===== src/rtl/multimode_counter_pkg.sv =====
// Shared definitions for the multimode counter: mode encoding and a width helper
// used to size the prescaler.
package multimode_counter_pkg;

  typedef enum logic [1:0] {
    MODE_UP       = 2'b00,
    MODE_DOWN     = 2'b01,
    MODE_PINGPONG = 2'b10,
    MODE_HOLD     = 2'b11
  } mode_e;

  // Bits needed to hold 0..value-1, never less than one bit.
  function automatic int clog2_min1(input int value);
    int w;
    w = 1;
    for (int i = 1; i < 32; i++) begin
      if ((1 << w) < value) w = i + 1;
    end
    return w;
  endfunction

endpackage


===== src/rtl/multimode_counter_if.sv =====
// Control and status bundle of the multimode counter; the counter is the slave,
// whatever drives mode/enable/load is the master.
interface multimode_counter_if #(
  parameter int WIDTH = 5
);

  logic             en;
  logic [1:0]       mode;
  logic             load;
  logic [WIDTH-1:0] load_val;
  logic [WIDTH-1:0] counter;
  logic             dir;
  logic             tc;

  modport master (
    output en, mode, load, load_val,
    input  counter, dir, tc
  );

  modport slave (
    input  en, mode, load, load_val,
    output counter, dir, tc
  );

endinterface


===== src/rtl/multimode_counter_tick_prescaler.sv =====
// Clock-enable prescaler: emits one tick per DIV enabled clocks and keeps its
// partial count while en is low.
module multimode_counter_tick_prescaler
  import multimode_counter_pkg::*;
#(
  parameter int DIV = 1
) (
  input  logic clk,
  input  logic rst_n,
  input  logic en,
  input  logic clr,
  output logic tick
);

  localparam int             PW   = clog2_min1(DIV);
  localparam logic [PW-1:0]  LAST = PW'(DIV - 1);

  logic [PW-1:0] r_cnt;

  // With DIV=1 LAST is zero, so tick simply follows en.
  assign tick = en && (r_cnt == LAST);

  always_ff @(posedge clk or negedge rst_n) begin
    if (!rst_n) begin
      r_cnt <= '0;
    end else if (clr || tick) begin
      r_cnt <= '0;
    end else if (en) begin
      r_cnt <= r_cnt + 1'b1;
    end
  end

endmodule


===== src/rtl/multimode_counter.sv =====
// Parametrised up/down/ping-pong/hold counter with saturating synchronous load,
// prescaled stepping and a registered terminal-count pulse.
module multimode_counter
  import multimode_counter_pkg::*;
#(
  parameter int WIDTH   = 5,
  parameter int MAX_VAL = (1 << WIDTH) - 1,
  parameter int DIV     = 1
) (
  input  logic               clk,
  input  logic               rst_n,
  multimode_counter_if.slave bus
);

  localparam logic [WIDTH-1:0] MAX = WIDTH'(MAX_VAL);

  logic             w_step;
  logic [WIDTH-1:0] r_counter;
  logic             r_dir;
  logic             r_tc;

  function automatic logic [WIDTH-1:0] sat_load(input logic [WIDTH-1:0] value);
    return (value > MAX) ? MAX : value;
  endfunction

  // Load also restarts the prescaler so the first step after a load is a full period away.
  multimode_counter_tick_prescaler #(
    .DIV (DIV)
  ) u_tick_prescaler (
    .clk   (clk),
    .rst_n (rst_n),
    .en    (bus.en),
    .clr   (bus.load),
    .tick  (w_step)
  );

  always_ff @(posedge clk or negedge rst_n) begin
    if (!rst_n) begin
      r_counter <= '0;
      r_dir     <= 1'b0;
      r_tc      <= 1'b0;
    end else if (bus.load) begin
      r_counter <= sat_load(bus.load_val);
      r_tc      <= 1'b0;
    end else if (w_step) begin
      r_tc <= 1'b0;
      case (mode_e'(bus.mode))
        MODE_UP: begin
          r_dir <= 1'b0;
          if (r_counter == MAX) begin
            r_counter <= '0;
            r_tc      <= 1'b1;
          end else begin
            r_counter <= r_counter + 1'b1;
          end
        end
        MODE_DOWN: begin
          r_dir <= 1'b1;
          if (r_counter == '0) begin
            r_counter <= MAX;
            r_tc      <= 1'b1;
          end else begin
            r_counter <= r_counter - 1'b1;
          end
        end
        // Turn-around steps straight off the endpoint so it is shown for one step only.
        MODE_PINGPONG: begin
          if (!r_dir) begin
            if (r_counter == MAX) begin
              r_counter <= MAX - 1'b1;
              r_dir     <= 1'b1;
              r_tc      <= 1'b1;
            end else begin
              r_counter <= r_counter + 1'b1;
            end
          end else begin
            if (r_counter == '0) begin
              r_counter <= WIDTH'(1);
              r_dir     <= 1'b0;
              r_tc      <= 1'b1;
            end else begin
              r_counter <= r_counter - 1'b1;
            end
          end
        end
        default: begin
        end
      endcase
    end else begin
      r_tc <= 1'b0;
    end
  end

  assign bus.counter = r_counter;
  assign bus.dir     = r_dir;
  assign bus.tc      = r_tc;

endmodule


===== src/flat_wrapper.sv =====
// flat-port wrapper written by rule: the top's interface ports become plain ports
module multimode_counter_flat import multimode_counter_pkg::*;
#(
  parameter int WIDTH   = 5,
  parameter int MAX_VAL = (1 << WIDTH) - 1,
  parameter int DIV     = 1
)
  (clk, rst_n, bus_en, bus_mode, bus_load, bus_load_val, bus_counter, bus_dir, bus_tc);
  multimode_counter_if #(.WIDTH(WIDTH)) bus_i ();
  input  logic clk;
  input  logic rst_n;
  input wire logic [$bits(bus_i.en)-1:0] bus_en;
  input wire logic [$bits(bus_i.mode)-1:0] bus_mode;
  input wire logic [$bits(bus_i.load)-1:0] bus_load;
  input wire logic [$bits(bus_i.load_val)-1:0] bus_load_val;
  output wire logic [$bits(bus_i.counter)-1:0] bus_counter;
  output wire logic [$bits(bus_i.dir)-1:0] bus_dir;
  output wire logic [$bits(bus_i.tc)-1:0] bus_tc;
  assign bus_i.en = bus_en;
  assign bus_i.mode = bus_mode;
  assign bus_i.load = bus_load;
  assign bus_i.load_val = bus_load_val;
  assign bus_counter = bus_i.counter;
  assign bus_dir = bus_i.dir;
  assign bus_tc = bus_i.tc;
  multimode_counter #(.WIDTH(WIDTH), .MAX_VAL(MAX_VAL), .DIV(DIV)) u_core (.clk(clk), .rst_n(rst_n), .bus(bus_i));
endmodule

===== config.mk =====
export PLATFORM = sky130hd
export DESIGN_NAME = multimode_counter_flat
export DESIGN_NICKNAME = d
export VERILOG_FILES = /design/src/rtl/multimode_counter_pkg.sv /design/src/rtl/multimode_counter_if.sv /design/src/rtl/multimode_counter_tick_prescaler.sv /design/src/rtl/multimode_counter.sv /design/src/flat_wrapper.sv
export SDC_FILE = /design/constraint.sdc
export NUM_CORES = 1
export LEC_CHECK = 0
export CORE_ASPECT_RATIO = 0.75
export CORE_MARGIN = 2
export CORE_UTILIZATION = 50
export DETAILED_ROUTE_END_ITERATION = 8
export GPL_ROUTABILITY_DRIVEN = 1
export GPL_TIMING_DRIVEN = 0
export PLACE_DENSITY = 0.85
export SYNTH_ARGS = -nofsm -noshare
export SYNTH_HDL_FRONTEND = slang
export SYNTH_SLANG_ARGS = --single-unit

===== constraint.sdc =====
create_clock -name clk -period 5.97 [get_ports clk]
set_input_delay 1.194 -clock clk [delete_from_list [all_inputs] [get_ports clk]]
set_output_delay 1.194 -clock clk [all_outputs]
set_load 0.1 [all_outputs]

* Word-level counts from Yosys, hierarchy flattened *
Cells that the tools add are included.

word-level totals
  input bits = 11
  logic and storage cells = 43
  flip-flop bits (word level) = 8

cells by class
  bitwise gates (word level) = 2
  reductions and logical operators = 10
  equality and inequality tests = 3
  add/subtract/negate cells = 3
  $lt $le $gt $ge = 1
  multiplexer cells = 20

operators with widths
  operator                                              count
  two-way mux 5 bit                                     8
  one-hot mux 5 bit (3 select lines)                    1
  two-way mux 1 bit                                     9
  one-hot mux 1 bit (3 select lines)                    2
  adder 5 x 1 -> 5 bit (second input constant)          1
  equality test 5 bit (second input constant)           1
  > comparator 5 bit (second input constant)            1
  logical NOT 5 bit                                     1
  subtractor 5 x 1 -> 5 bit (second input constant)     1
  nonzero test 2 bit                                    2
  nonzero test 4 bit                                    1
  AND reduction 3 bit                                   1
  nonzero test 3 bit                                    1
  equality test 2 x 1 -> 1 bit (second input constant)  1
  equality test 2 bit (second input constant)           1
  logical NOT 2 bit                                     1
  NOT 1 bit                                             2
  AND reduction 2 bit                                   1
  adder 1 bit (second input constant)                   1
  logical AND 1 bit                                     1
  logical OR 1 bit                                      1

* Logic depth before layout (Yosys ltp) *
Gate-level depths: netlist of the first run.

  word-level depth = 6
  gate-level depth with buffers = 8
  gate-level depth less buffers = 8

* Modules after synthesis *
A second synthesis of the first run with hierarchy kept.

unflattened totals
  cell total of the unflattened synthesis = 107
  area, all modules = 915.9 um^2

modules (own cells, without submodules)
  module                            area an instance (um^2)  times used  cells each
  multimode_counter                 869.6                    1           104
  multimode_counter_tick_prescaler  46.3                     1           3

* Worst setup path after synthesis of the first run *
OpenSTA, ideal clock, no wires.

  path kind = reg-to-reg
  from = register u_core.r_counter[0] (netlist: u_core.bus.counter[0])
  to = register u_core.r_counter[1] (netlist: u_core.bus.counter[1])
  arrival time = 2521 ps
  stages on the path, launching flop included = 8
  path buffers = 0
  setup slack = 3324 ps
  cell sequence = dfrtp_1 -> inv_1 -> ha_1 -> or3b_4 -> nor2_1 -> a21boi_0 -> a221oi_1 -> a2111oi_0

on the way
  word-level cells in the longest chain between the ends = 6

ends and longest elaborated chain
  what                                          RTL line                                          RTL
  start, declared                               multimode_counter.sv:18                           logic [WIDTH-1:0] r_counter;
  start signal, assigned                        multimode_counter.sv:43                           r_counter <= sat_load(bus.load_val);
  start signal, assigned                        multimode_counter.sv:54                           r_counter <= r_counter + 1'b1;
  start signal, assigned                        multimode_counter.sv:63                           r_counter <= r_counter - 1'b1;
  adder 5 x 1 -> 5 bit (tied with other cells)  multimode_counter.sv:54, multimode_counter.sv:74
  two-way mux 5 bit, on equally long branches   multimode_counter.sv:69, multimode_counter.sv:77
  two-way mux 5 bit                             multimode_counter.sv:68                           if (!r_dir) begin
  one-hot mux 5 bit (3 select lines) *          multimode_counter.sv:47                           case (mode_e'(bus.mode))
  two-way mux 5 bit *                           multimode_counter.sv:45                           end else if (w_step) begin
  two-way mux 5 bit *                           multimode_counter.sv:42                           end else if (bus.load) begin

Mark *: on every way between the ends. The rest lies on a longest branch, timed or not. The select of a mux whose other input is x is not followed.
A chain may end at the register's enable or synchronous reset.

* Worst setup path in the final report of the first run *
  from = register u_core.r_counter[0] (netlist: u_core.bus.counter[0])
  to = output port bus_counter[0]

RTL lines
  what           RTL line            RTL
  end, declared  flat_wrapper.sv:16  output wire logic [$bits(bus_i.counter)-1:0] bus_counter;

No word-level cell between the ends.

==> impl_metrics.env, run 1 <==
export IMPL_cp_end_kind="output pin"
export IMPL_relSlewSlack_pct=35.6
export IMPL_ys_seq_area_share_pct=23.1
export IMPL_synth_area_per_cell_um2=8.35
export IMPL_worstHoldPathType="reg -> reg"
export IMPL_setup_viol=0
export IMPL_fin_tns_setup_ns=0
export IMPL_synth_enable_flop_cells=0
export IMPL_max_freq_mhz=315
export IMPL_wl_per_cell_um=14.9
export IMPL_cp_slowest_cell="clkdlybuf4s50_1"
export IMPL_h_tree_depth=1
export IMPL_drt_iter0_drc=44
export IMPL_crit_type="reg -> out"
export IMPL_reg2reg_setup_slack_ns=3.59
export IMPL_syn_nets=124
export IMPL_synth_xor_area_share_pct=3.03
export IMPL_synth_mux_area_share_pct=1.30
export IMPL_die_w_um=52.1
export IMPL_cts_hold_buffers_added=0
export IMPL_hpwlAfterDp_um=1670
export IMPL_post_cts_buffers=0
export IMPL_p_per_area_nw_per_um2=264
export IMPL_critPathMaxStageDelay_ns=1.20
export IMPL_synth_top_area_cell="dfrtp_1"
export IMPL_report_final_slew_viol_count=0
export IMPL_maxCapViolations=0
export IMPL_ir_worst_vdd_uv=134
export IMPL_syn_to_final_growth_pct=24.2
export IMPL_postRouteAntennaNets=0
export IMPL_rsz0062_at_grt="no"
export IMPL_ys_warn_count=0
export IMPL_first_global_vias=825
export IMPL_async_reset_ff_share_pct=100
export IMPL_via_count=892
export IMPL_status="finished clean"
export IMPL_path_buf_inv=1
export IMPL_synth_area_leaders="dfrtp_1 (23%), ha_1 (13%), o21ai_0 (5.8%), inv_1 (4.8%), nor2_1 (3.9%)"
export IMPL_hp_start="u_core.u_tick_prescaler.r_cnt"
export IMPL_synth_most_common_cell="inv_1"
export IMPL_num_nets_final=145
export IMPL_grt_start_max_net_pins=11
export IMPL_post_cts_resized=0
export IMPL_cts_buffers=3
export IMPL_cp_start_kind="register"
export IMPL_worst_pin_slew_ns=0.963
export IMPL_synth_top_family_by_area="compound AO/OA/AOI/OAI gates"
export IMPL_cts_tree="done"
export IMPL_clock_path_buffers=2
export IMPL_synthCells=104
export IMPL_ys_flop_type="dfrtp_1"
export IMPL_grt_overflow=0
export IMPL_grt_use_total_pct=24.9
export IMPL_r2r_end="u_core.bus.counter[1]"
export IMPL_crit_arrival_ns=1.98
export IMPL_fin_ws_ns=2.79
export IMPL_dieHeight_um=40.1
export IMPL_synthesis_area_um2=868
export IMPL_min_path_cells=1
export IMPL_finalWirelength_um=2170
export IMPL_drc=0
export IMPL_synthTopCellsByCount="inv_1 (11), o21ai_0 (10), ha_1 (9), nor2_1 (9), dfrtp_1 (8)"
export IMPL_cp_cell_sequence="clkdlybuf4s50_1"
export IMPL_die_area_um2=2090
export IMPL_drive_gt1_share_pct=10.6
export IMPL_p_leak_uw=0.000453
export IMPL_r2r_cells=7
export IMPL_num_rows=13
export IMPL_clk_latency_ns=0.27
export IMPL_cts_clk_slew_worst_paths_ns=0.06
export IMPL_grt_pass1_wl_um=3680
export IMPL_min_period_ns=3.18
export IMPL_min_to="u_core.u_tick_prescaler.r_cnt"
export IMPL_initial_core_util_pct=51.8
export IMPL_ys_types=42
export IMPL_crit_path_max_fanout=9
export IMPL_synth_simple_area_share_pct=18.9
export IMPL_synth_fa_ha_area_share_pct=13.0
export IMPL_synth_seq_cells=8
export IMPL_n_antenna_cell=0
export IMPL_cts_root_buffer="clkbuf_4"
export IMPL_finalCritPeriodShare_pct=53.2
export IMPL_synth_compound_area_share_pct=30.1
export IMPL_first_pass_iters=4
export IMPL_r2r_start="u_core.bus.counter[0]"
export IMPL_fin_worst_skew_ns=0.00348
export IMPL_crit_family="buffers and inverters"
export IMPL_place_congestion=0.933
export IMPL_antenna_found_initial=0
export IMPL_core_region_area_um2=1680
export IMPL_via_per_inst=6.15
export IMPL_cts_sinks=8
export IMPL_hold_viol=0
export IMPL_port_buffers=16
export IMPL_cp_required_ns=4.78
export IMPL_synth_top_area_share_pct=23.1
export IMPL_io_pins=18
export IMPL_p_total_uw=285
export IMPL_place_ws_ns=2.76
-- per-layer routing --
| layer | GRT usage [%] | up-vias | routed length, um |
|---|---|---|---|
| met2 | 40.5 | 47 | 1040 |
| met5 | 0 | - | 0 |
| li1 | - | 430 | - |
| met3 | 7.84 | 3 | 175 |
| met4 | 10.5 | 0 | 15 |
| met1 | 31.1 | 412 | 934 |
-- registers in the layout, indices dropped and copies added, names as in the netlist --
name,cells
u_core.bus.counter,5
u_core.bus.dir,1
u_core.bus.tc,1
u_core.u_tick_prescaler.r_cnt,1
-- worst max path at each step --
stage | from | endpoint | slack [ns] | cells past startpoint
floorplan | u_core.bus.counter[0] | u_core.bus.counter[1] | 3.32 | 7
global placement | bus_mode[0] | u_core.bus.counter[3] | 2.80 | 9
detailed placement | bus_mode[0] | u_core.bus.counter[3] | 2.76 | 9
CTS | u_core.bus.counter[4] | bus_counter[4] | 2.79 | 1
global route | u_core.bus.counter[4] | bus_counter[4] | 2.73 | 1
finish | u_core.bus.counter[0] | bus_counter[0] | 2.79 | 1
-- kinds of logic after synthesis --
group | Yosys count
mux | 1
fa+ha+maj | 9
buf+inv | 16
compound gates | 37
flops | 8
simple gates | 30
xor+xnor | 3
-- power by group --
part           leakage (uW)  switching (uW)  internal [uW]
Combinational      0.000339             109           59.1
Sequential         0.000101            11.8           61.0
Clock             0.0000138            20.4           23.1
Total              0.000453             141            143
-- cell type report --
cell class	count	area, um2
fill	151	597
multi-input combinational	80	576
sequential	8	200
timing repair buffer	16	160
buffer	5	51.3
inverter	11	41.3
tap	22	27.5
clock buffer	3	22.5
-- cells in the final DEF (no fill, tap or decap), types with 3 or more instances in the layout --
| master | netlist | routed |
|---|---|---|
| inv_1 | 11 | 11 |
| buf_6 | 3 | 3 |
| clkbuf_4 | 0 | 3 |
| ha_1 | 9 | 9 |
| xnor2_1 | 3 | 3 |
| dfrtp_1 | 8 | 8 |
| clkdlybuf4s50_1 | 0 | 16 |
| nor2_1 | 9 | 9 |
| a21oi_1 | 5 | 5 |
| o21ai_0 | 10 | 10 |
| nor3_1 | 6 | 6 |
-- through the flow --
step | area, um2 | cells | hold WS [ns] | util, %
after floorplan | 868 | 104 | 0.511 | -
after global placement | 1060 | 142 | 0.523 | 63.0
after detailed placement | 1060 | 142 | 0.531 | 63.0
after CTS | 1080 | 145 | 0.539 | 64.4
after global routing | 1080 | 145 | 0.545 | 64.4
final | 1080 | 145 | 0.536 | 64.4
Note: power is estimated with default switching activity, not from simulation.
==> run 2: changes to the inputs <==
==> constraint.sdc (replaced) <==
create_clock -name clk -period 3 [get_ports clk]
set_input_delay 0.6 -clock clk [delete_from_list [all_inputs] [get_ports clk]]
set_output_delay 0.6 -clock clk [all_outputs]
set_load 0.1 [all_outputs]
==> results of run 2 <==
Same layout as run 1 (identical final DEF). Status: finished clean.
Main changes from that run: setup slack after placement 2.76 ns -> 0.380 ns; setup slack after layout 2.79 ns -> 0.417 ns; register-to-register setup slack 3.59 ns -> 0.62 ns; total power 285 uW -> 566 uW; worst IR drop on VDD 134 uV -> 267 uV
